[config.mk]
export PLATFORM = sky130hd
export DESIGN_NAME = dmem_arbiter
export DESIGN_NICKNAME = d
export VERILOG_FILES = /design/src/rtl/dmem_arbiter.sv
export SDC_FILE = /design/constraint.sdc
export NUM_CORES = 1
export LEC_CHECK = 0
export ABC_AREA = 1
export BUFFER_PORTS_ARGS = -buffer_cell sky130_fd_sc_hd__buf_2
export CAP_MARGIN = 20
export CORE_MARGIN = 4
export CORE_UTILIZATION = 25
export DETAILED_ROUTE_END_ITERATION = 6
export PLACE_DENSITY = 0.53
export SLEW_MARGIN = 30
export SYNTH_ARGS = -nofsm -noshare
export SYNTH_HDL_FRONTEND = slang
export SYNTH_SLANG_ARGS = --single-unit
[constraint.sdc]
create_clock -name clk -period 2.5 [get_ports clk]
set_input_delay 0.25 -clock clk [delete_from_list [all_inputs] [get_ports clk]]
set_output_delay 0.25 -clock clk [all_outputs]
set_load 0.05 [all_outputs]
[src/rtl/dmem_arbiter.sv]
// dmem_arbiter
// Shares one single-port data memory between two requesters:
//   port 0 = core load/store unit, port 1 = DMA/debug loader.
// Arbitration is round-robin per access. A port may keep ownership across a
// burst by asserting its lock input, but ownership is bounded by LOCK_MAX
// owned cycles.
//
// Ports:
//   clk, rst                      clock, synchronous active-high reset
//   pN_req/we/lock/addr/wdata     requester N access request (N = 0, 1)
//   pN_gnt                        access accepted this cycle (combinational)
//   pN_rvalid/rdata               read return, one cycle after the grant
//   pN_err                        pulse: previous granted access was out of range
//   mem_we/mem_addr/mem_wd        memory write enable, address, write data
//   mem_rd                        memory combinational read data
module dmem_arbiter #(
    parameter int AW       = 32,
    parameter int DW       = 32,
    parameter int DEPTH    = 256,
    parameter int LOCK_MAX = 16
) (
    input  logic          clk,
    input  logic          rst,
    input  logic          p0_req,
    input  logic          p0_we,
    input  logic          p0_lock,
    input  logic [AW-1:0] p0_addr,
    input  logic [DW-1:0] p0_wdata,
    output logic          p0_gnt,
    output logic          p0_rvalid,
    output logic [DW-1:0] p0_rdata,
    output logic          p0_err,
    input  logic          p1_req,
    input  logic          p1_we,
    input  logic          p1_lock,
    input  logic [AW-1:0] p1_addr,
    input  logic [DW-1:0] p1_wdata,
    output logic          p1_gnt,
    output logic          p1_rvalid,
    output logic [DW-1:0] p1_rdata,
    output logic          p1_err,
    output logic          mem_we,
    output logic [AW-1:0] mem_addr,
    output logic [DW-1:0] mem_wd,
    input  logic [DW-1:0] mem_rd
);

    localparam int CW = $clog2(LOCK_MAX + 1);
    // One extra bit so DEPTH is representable even when it equals 2**AW.
    localparam logic [AW:0] DEPTH_W = (AW + 1)'(DEPTH);

    typedef enum logic [1:0] {
        IDLE = 2'd0,
        OWN0 = 2'd1,
        OWN1 = 2'd2
    } state_t;

    state_t        state_reg;
    logic          last_gnt_reg;
    logic [CW-1:0] lock_cnt_reg;

    // Per-port views of the two requester interfaces (index 0 = port 0).
    logic [1:0]         req;
    logic [1:0]         we;
    logic [1:0]         lock;
    logic [1:0]         gnt;
    logic [1:0]         in_range;
    logic [1:0][AW-1:0] addr;
    logic [1:0][DW-1:0] wdata;
    logic [1:0]         rvalid;
    logic [1:0]         err;
    logic [1:0][DW-1:0] rdata;
    logic               own;

    assign req   = {p1_req, p0_req};
    assign we    = {p1_we, p0_we};
    assign lock  = {p1_lock, p0_lock};
    assign addr  = {p1_addr, p0_addr};
    assign wdata = {p1_wdata, p0_wdata};
    assign own   = (state_reg == OWN1);

    assign p0_gnt    = gnt[0];
    assign p1_gnt    = gnt[1];
    assign p0_rvalid = rvalid[0];
    assign p1_rvalid = rvalid[1];
    assign p0_err    = err[0];
    assign p1_err    = err[1];
    assign p0_rdata  = rdata[0];
    assign p1_rdata  = rdata[1];

    // Grant decision. While a port owns the bus the other one simply stalls;
    // a release only takes effect from the next cycle on.
    always_comb begin
        gnt = 2'b00;
        if (!rst) begin
            case (state_reg)
                IDLE: begin
                    if (&req) begin
                        gnt = last_gnt_reg ? 2'b01 : 2'b10;
                    end else begin
                        gnt = req;
                    end
                end
                OWN0:    gnt = {1'b0, req[0]};
                OWN1:    gnt = {req[1], 1'b0};
                default: gnt = 2'b00;
            endcase
        end
    end

    // Memory drive: the granted port's address/data, zero when nobody is
    // granted. Out-of-range writes are consumed but never reach the memory.
    always_comb begin
        mem_we   = |(gnt & we & in_range);
        mem_addr = '0;
        mem_wd   = '0;
        if (gnt[1]) begin
            mem_addr = addr[1];
            mem_wd   = wdata[1];
        end else if (gnt[0]) begin
            mem_addr = addr[0];
            mem_wd   = wdata[0];
        end
    end

    // Arbitration / lock state.
    always_ff @(posedge clk) begin
        if (rst) begin
            state_reg    <= IDLE;
            last_gnt_reg <= 1'b1;
            lock_cnt_reg <= '0;
        end else begin
            if (gnt[0]) begin
                last_gnt_reg <= 1'b0;
            end else if (gnt[1]) begin
                last_gnt_reg <= 1'b1;
            end
            case (state_reg)
                IDLE: begin
                    if (gnt[0] && lock[0]) begin
                        state_reg    <= OWN0;
                        lock_cnt_reg <= CW'(1);
                    end else if (gnt[1] && lock[1]) begin
                        state_reg    <= OWN1;
                        lock_cnt_reg <= CW'(1);
                    end
                end
                OWN0, OWN1: begin
                    // The owner's access in the timeout cycle is still granted
                    // above; ownership ends at this edge. last_gnt points at the
                    // owner so the other port wins the next contention.
                    if (!req[own] || !lock[own] || lock_cnt_reg == CW'(LOCK_MAX)) begin
                        state_reg    <= IDLE;
                        last_gnt_reg <= own;
                        lock_cnt_reg <= '0;
                    end else if (lock_cnt_reg != CW'(LOCK_MAX)) begin
                        lock_cnt_reg <= lock_cnt_reg + CW'(1);
                    end
                end
                default: begin
                    state_reg    <= IDLE;
                    lock_cnt_reg <= '0;
                end
            endcase
        end
    end

    // Per-port registered read return and range error.
    generate
        for (genvar gi = 0; gi < 2; gi++) begin : g_port
            logic          rvalid_reg;
            logic          err_reg;
            logic [DW-1:0] rdata_reg;

            assign in_range[gi] = {1'b0, addr[gi]} < DEPTH_W;

            always_ff @(posedge clk) begin
                if (rst) begin
                    rvalid_reg <= 1'b0;
                    err_reg    <= 1'b0;
                    rdata_reg  <= '0;
                end else begin
                    rvalid_reg <= gnt[gi] && !we[gi];
                    err_reg    <= gnt[gi] && !in_range[gi];
                    // Out-of-range reads return zero rather than whatever the
                    // memory drives; rdata otherwise holds between returns.
                    if (gnt[gi] && !we[gi]) begin
                        rdata_reg <= in_range[gi] ? mem_rd : '0;
                    end
                end
            end

            assign rvalid[gi] = rvalid_reg;
            assign err[gi]    = err_reg;
            assign rdata[gi]  = rdata_reg;
        end
    endgenerate

endmodule

# Word level (Yosys, flattened, before mapping)
# Index checks and enable logic that the tools add are counted.
dict set report word_totals {
  reg_bits 76
  in_bits 168
  out_inout_bits 135
  elab_cells 69
}
dict set report classes {
  addsub 1
  magnitude_cmp 3
  n_eq_ne 7
  n_mux 27
  bitwise 2
  n_reduce_logical 20
}
# operator n
set op_table {}
lappend op_table {{$mux 32} 6}
lappend op_table {{$lt 32x9->1 const B} 2}
lappend op_table {{$mux 5} 4}
lappend op_table {{$mux 2} 6}
lappend op_table {{$pmux 5 s2} 1}
lappend op_table {{$mux 1} 8}
lappend op_table {{$logic_and 1x1->1} 6}
lappend op_table {{$logic_not 1->1} 6}
lappend op_table {{$ne 3x3->1 const B} 2}
lappend op_table {{$pmux 2 s3} 1}
lappend op_table {{$reduce_and 2->1} 3}
lappend op_table {{$add 5x1->5 const B} 1}
lappend op_table {{$eq 5x5->1 const B} 1}
lappend op_table {{$ne 5x5->1 const B} 1}
lappend op_table {{$and 2x2->2} 2}
lappend op_table {{$pmux 2 s2} 1}
lappend op_table {{$reduce_or 2->1} 2}
lappend op_table {{$eq 2x1->1 const B} 1}
lappend op_table {{$eq 2x2->1 const B} 1}
lappend op_table {{$logic_not 2->1} 1}
lappend op_table {{$logic_or 1x1->1} 2}
lappend op_table {{$lt 1x2->1 const B} 1}
lappend op_table {{$ne 2x2->1 const B} 1}

# Longest topological paths before layout
# Gate-level depths: netlist of run 1.
dict set report logic_depth {
  depth_word 8
  depth_mapped 11
}

# Least setup slack after synthesis of run 1
# OpenSTA, ideal clock, no wires.
dict set report synth_path {
  path_type {register to output}
  startpoint {reg state_reg[0]}
  endpoint {out mem_addr[0]}
  arrival_ns 2.540
  required_time_ns 2.250
  setup_slack_ns -0.290
  path_stages_with_launch 11
  path_cell_list {dfxtp_1 -> inv_1 -> ha_1 -> buf_2 -> nand2_1 -> nand2_1 -> nand2_2 -> buf_2 -> buf_2 -> nand2_1 -> o21ai_0}
}
dict set report synth_via {
  elab_chain_cells 5
}
# element line
set synth_lines {}
lappend synth_lines {{from (decl)} 58} ;# state_t state_reg;
lappend synth_lines {{from (signal assigned)} 129} ;# state_reg <= IDLE;
lappend synth_lines {{from (signal assigned)} 141} ;# state_reg <= OWN0;
lappend synth_lines {{from (signal assigned)} 144} ;# state_reg <= OWN1;
lappend synth_lines {{$eq 2x2->1, or another cell as far along} 96} ;# case (state_reg)
lappend synth_lines {{$pmux 2 s3 *} 96}
lappend synth_lines {{$mux 2 *} 95} ;# if (!rst) begin
lappend synth_lines {{$mux 32} 120} ;# end else if (gnt[0]) begin
lappend synth_lines {{$mux 32 *} 117} ;# if (gnt[1]) begin
lappend synth_lines {{to (decl)} 43} ;# output logic [AW-1:0] mem_addr,
# Mark *: on every way between the ends. The rest lies on a longest branch, timed or not.

# Worst setup path in the final report of run 1
dict set report layout_path {
  startpoint {reg state_reg[0]}
  endpoint {out mem_addr[27]}
}
# Same word-level chain as after synthesis.

==> impl_results.md, run 1 <==
* Status: finished, final reports clean
* Psw at 2.742 mW
* HP Class: primary input to register
* Post-route ant nets at 0
* Clock Latency Late Sink at 330 ps
* Pre-Repair DR Iteration Count at 6
* Routed length per instance at 16.16 um
* Worst setup startpoint: state_reg[0]
* Clock power frac at 0.217
* Switching Share at 0.4870
* Congestion Overflow GR at 0
* Routability cong. at 0.9629
* Post-layout min period at roughly 2400 ps
* First DRT Iteration DRCs at ~270
* Delay-heaviest family, CP: simple AND/OR/NAND/NOR gates
* Post-synthesis cell count at 649
* Slowest cell delay on critical path at 330 ps
* # setup viols final at 0
* Sequential share of the synthesized area at 0.3584
* # clock sinks at 76
* Worst-Margin Slew at 592.5 ps
* Worst reg2reg path startpoint: state_reg[0]
* Crit-path slowest cell: dfxtp_1
* Ports at 303
* Critical path launch point type: register
* Die Area at approximately 0.019 sq mm
* Clk buf depth at 2
* CTS Root Cell: clkbuf_16
* CTS tree: yes
* Inserted Clock Buffers at 9
* CP Max Fanout at 14
* Crit path capture type: primary output
* Mean Syn Cell Area at 6.541 sq um
* Antenna violations before repair at 0
* Synth area leader: dfxtp_1
* Final Max Slew Viols at 0
* Asr flop ratio synth at 0
* Clock Pin Slew Worst Setup and Hold Paths at 60 ps
* Post-synth EDFFs at 0
* Die X at about 140 um
* Post-layout util at 0.3901
* Top-count cell post-synth: nand2_1
* RSZ-0062 raised after global routing: no
* Stages on worst setup path at 7
* Worst r2r dst: p1_rdata[11]
* Reg power frac at 0.244
* DRT Wirelength at 18,680 um
* Layout cells sized above 1 at 0.3782
* Lkg Pwr at 3.170 nW
* Post-route cell area at 0.006469 sq mm
* # diodes at 0
* Area Overhead vs Synth at 52.37%
* Top cells by count, synth: 178 x nand2_1, 87 x nand3_1, 76 x dfxtp_1, 71 x o21ai_0, 70 x a21oi_1
* Synthesized flop and latch total at 76
* Vias per inst at about 4.7
* Htree depth at 3
* Buf/Inv on CP at 2
* Mapped cell area at 0.004245 sq mm
* DP HPWL at 13,890 um
* Overall routing resource usage at 0.1802
* CP cell instances: ha_2 -> or2_4 -> nor2_4 -> nand2_8 -> buf_6 -> o31ai_1 -> buf_4
* R2r setup slk at 390 ps
* Area occupied by multi-input gates at 0.002371 sq mm
* Post-Syn Nets at 823
* Num rows at 47
* Yosys top cell area share at 0.3584
* Main flop type after synthesis: dfxtp_1
* Vias in the first global route at 4,903
* Final setup skew at 6.997 ps
* Post-route clock period utilization at 0.9469
* CORE AREA at 0.01658 sq mm
* Die Span Y at 138.3 um
* Relative slew slack at 0.6044
* Synth unique cells at 26
* Port buffer count at 302
* Fillers at 1,839
* CP Class: register to primary output
* Via count at 5,378
* Pin count of the biggest net entering global routing at 66
* FF-to-FF path depth at 10
* Dpl cell area at 0.005919 sq mm
* First-pass GRT wire length at roughly 28,000 um
* Yosys warnings at 0
* Largest cells by area after synthesis: dfxtp_1 36%, nand2_1 16%, nand3_1 10%
* Initial Utilization at 0.2560
* Total area of sequential cells at 0.001521 sq mm
* Internal at 2.889 mW
* Peak supply drop at 515.0 uV
* Pwr/cell area at between 800 and 900 mW/mm^2
* Max-cap violations at 0
* Tot Pwr at 5.631 mW
* DRC viols at 0
* Critical path data required time at roughly 2300 ps
* Max Fclk at 422.4 MHz
* Crit path DAT at 2120 ps
* Final Hold Fails at 0
* # nets final at roughly 1,100
* Setup TNS at 0 ps
* Setup crit end: mem_addr[27]
* Gate power share at 0.539
[per-layer routing]
layer,share of wire,wire [um],GRT usage,up-vias
li1,-,-,-,2746
met1,0.44,8158,0.2349,2426
met2,0.48,8888,0.2957,178
met3,0.068,1273,0.04351,28
met4,0.019,360,0.05512,0
met5,0,0,0,-
[worst min path at each step]
stage                         to         start  cells after the start  slack (ps)
floorplan            p1_rdata[0]     mem_rd[0]                      2         410
global placement    p1_rdata[30]  p1_rdata[30]                      2         450
detailed placement  p1_rdata[24]  p1_rdata[24]                      2         450
CTS                  p1_rdata[1]     mem_rd[1]                      3         180
global route        p1_rdata[14]    mem_rd[14]                      3         190
finish              p1_rdata[18]    mem_rd[18]                      3         190
[power groups by stage]
stage,Combinational [mW],Sequential [mW],Clock (mW)
2_1_floorplan,1.82,1.65,0
3_3_place_gp,2.80,1.40,0
3_5_place_dp,2.80,1.40,0
4_1_cts,2.90,1.37,1.26
5_1_grt,3.24,1.38,1.31
6_report,3.04,1.37,1.22
[cells in the final DEF (no fill, tap or decap), drive strengths merged]
cell	instances
nand4	11
nor3b	1
ha	6
a21oi	70
o21ai	91
o31ai	6
xnor2	1
o211ai	1
dfxtp	76
nor2	34
nor3	1
buf	308
nand3	87
inv	32
or2	1
clkbuf	26
nand2	180
clkinv	1
clkinvlp	3
[cell families after synthesis]
group	count (synthesis)	share of synthesized area
flops	76	0.3584
buf+inv	83	0.09402
simple gates	315	0.3257
xor+xnor	1	0.002063
compound gates	168	0.2022
fa+ha+maj	6	0.01768
[area by class of cell]
class                      instances  area share
tap                              220     0.04255
timing repair inverter             1   0.0007737
clock buffer                      12     0.03965
sequential                        76      0.2352
inverter                          32     0.01992
clock inverter                     3    0.003288
multi-input combinational        490      0.3665
timing repair buffer             322      0.2921
[tightest hold or removal path, stage by stage]
cell and delay (ps):
buf_2 110, nand3_1 70, a21oi_1 50
[metrics by stage]
stage               hold WS, ps  setup slack (ps)  cells
floorplan                 407.8            -217.7    649
global placement          449.3             353.2   1135
detailed placement        455.0             306.0   1135
CTS                       180.8             2.368   1150
global route              192.5             1.276   1156
finish                    193.7             132.8   1156
[repair_timing]
action,4_1_cts,5_1_grt
hold buffers,0,0
resized for setup,40,39
setup endpoints to repair,39,64
pin swaps,0,1
cloned,0,2
buffers inserted,0,4
Power figures use the tool's default switching activity.
==> inputs of run 2 (changes only) <==
Settings changed: RECOVER_POWER set to 25.
==> impl_results.md, run 2 (same netlist as run 1, synthesis figures left out) <==
* Status: finished, final reports clean
* Area Overhead vs Synth at 50.84%
* # diodes at 0
* DRC viols at 0
* DP HPWL at 13,890 um
* Tot Pwr at ~5.6 mW
* Vias in the first global route at 4,903
* Layout cells sized above 1 at 0.3226
* Peak supply drop at 534.8 uV
* Clk buf depth at 2
* Lkg Pwr at between 2 and 3 nW
* Final setup skew at 6.370 ps
* Post-route clock period utilization at 0.9509
* CTS Root Cell: clkbuf_16
* Slowest cell delay on critical path at 330 ps
* CTS tree: yes
* Worst setup startpoint: state_reg[0]
* Clock Latency Late Sink at 340 ps
* Post-route ant nets at 0
* Routed length per instance at 16.14 um
* Fin cells at 1,156
* Die X at about 140 um
* DRT Wirelength at 18,660 um
* CP Class: register to primary output
* Vias per inst at 4.659
* Worst reg2reg path startpoint: state_reg[0]
* Inserted Clock Buffers at 9
* CTS Hold Bufs at 0
* R2r setup slk at 380 ps
* Post-route cell area at 0.006404 sq mm
* Antenna violations before repair at 0
* Critical path data required time at 2250 ps
* Htree depth at 3
* Most common cell after layout, fill and taps aside: buf_2
* RSZ-0062 raised after global routing: no
* CP Max Fanout at 20
* Final Max Slew Viols at 0
* # nets final at 1,106
* FF-to-FF path depth at 10
* First-pass GRT wire length at around 28,000 um
* Max-cap violations at 0
* Critical path launch point type: register
* Pin count of the biggest net entering global routing at 66
* Setup TNS at 0 ps
* Num rows at 47
* Placed insts at 1,135
* Max Fclk at 420.7 MHz
* CP cell instances: ha_2 -> or2_4 -> nor2_4 -> nand2_2 -> inv_6 -> clkbuf_16 -> nand2_1 -> o21ai_1 -> buf_4
* # clock sinks at 76
* Setup crit end: mem_addr[18]
* Fillers at ~1,900
* Pwr/cell area at 877.5 mW/mm^2
* Crit-path slowest cell: dfxtp_1
* Clock Pin Slew Worst Setup and Hold Paths at 60 ps
* Worst-Margin Slew at 671.4 ps
* First DRT Iteration DRCs at about 320
* Crit path capture type: primary output
* Die Span Y at 138.3 um
* Die Area at 0.01913 sq mm
* Post-layout min period at about 2400 ps
* Initial Utilization at 0.2560
* Dpl cell area at slightly below 0.006 sq mm
* # setup viols final at 0
* Pre-Repair DR Iteration Count at 5
* Final Hold Fails at 0
* CORE AREA at 0.01658 sq mm
* Post-layout util at 0.3861
* Via count at about 5,400
* Routability cong. at 0.9629
* Relative slew slack at 0.5543
* Crit path DAT at 2130 ps
* Commonest non-fill, non-tap cells in the layout: 193 x buf_2, 178 x nand2_1, 87 x nand3_1, 76 x dfxtp_1, 71 x o21ai_1
* Congestion Overflow GR at 0
* HP Class: primary input to register
* Ports at 303
* Port buffer count at 302
* Worst r2r dst: p1_rdata[11]
* Overall routing resource usage at 0.1802
-- run 2: changes by cell type in the layout (fill, tap and decap cells not counted), sizes merged --
cell,change
clkbuf,+52
buf,-52
-- run 2: worst max-delay path: cells and delay by family, from the launching register on --
| family | cells | cell delay [ps] |
|---|---|---|
| buf+inv | 3 | 580 |
| simple gates | 4 | 560 |
| flops | 1 | 330 |
| fa+ha+maj | 1 | 210 |
| compound gates | 1 | 90 |
-- run 2: layout make-up --
cell class                      instances  area, sq um  area share
Clock buffer                           12        256.5     0.04005
Clock inverter                          3        21.27    0.003322
Inverter                               32        128.9     0.02013
Multi-Input combinational cell        490         2371      0.3703
Sequential cell                        76         1521      0.2376
Tap cell                              220        275.3     0.04299
Timing Repair Buffer                  322         1824      0.2849
Timing Repair inverter                  1        5.005   0.0007816
-- run 2: metal layers --
layer  global-route usage  up-vias  wire [um]
met1               0.2349     2425       8060
met4              0.05512        0        339
met2               0.2957      188       8918
met3              0.04351       25       1339
met5                    0        -          0
li1                     -     2748          -
-- run 2: worst min-delay path by stage --
| stage | from | end | cells past startpoint |
|---|---|---|---|
| floorplan | mem_rd[0] | p1_rdata[0] | 2 |
| detailed placement | p1_rdata[24] | p1_rdata[24] | 2 |
| global route | mem_rd[14] | p1_rdata[14] | 3 |
| global placement | p1_rdata[30] | p1_rdata[30] | 2 |
| CTS | mem_rd[1] | p1_rdata[1] | 3 |
| finish | mem_rd[13] | p1_rdata[13] | 3 |
-- run 2: report_power, final --
| group | leakage [nW] | internal, mW | switching (mW) |
|---|---|---|---|
| sequential | 0.617 | 1.32 | 0.0572 |
| clock | 0.135 | 0.723 | 0.503 |
| combinational | 2.20 | 0.833 | 2.19 |
-- run 2: timing repair --
item | 4_1_cts | 5_1_grt
endpoints found under the setup margin | 39 | 64
pin swaps | 0 | 1
gates resized for setup | 40 | 39
setup buffers | 0 | 4
cloned | 0 | 2
-- run 2: stage by stage --
step	hold WS [ps]	setup WS, ps
floorplan	407.8	-217.7
global placement	449.3	353.2
detailed placement	455.0	306.0
CTS	180.8	2.368
global route	192.5	1.276
finish	192.2	122.8
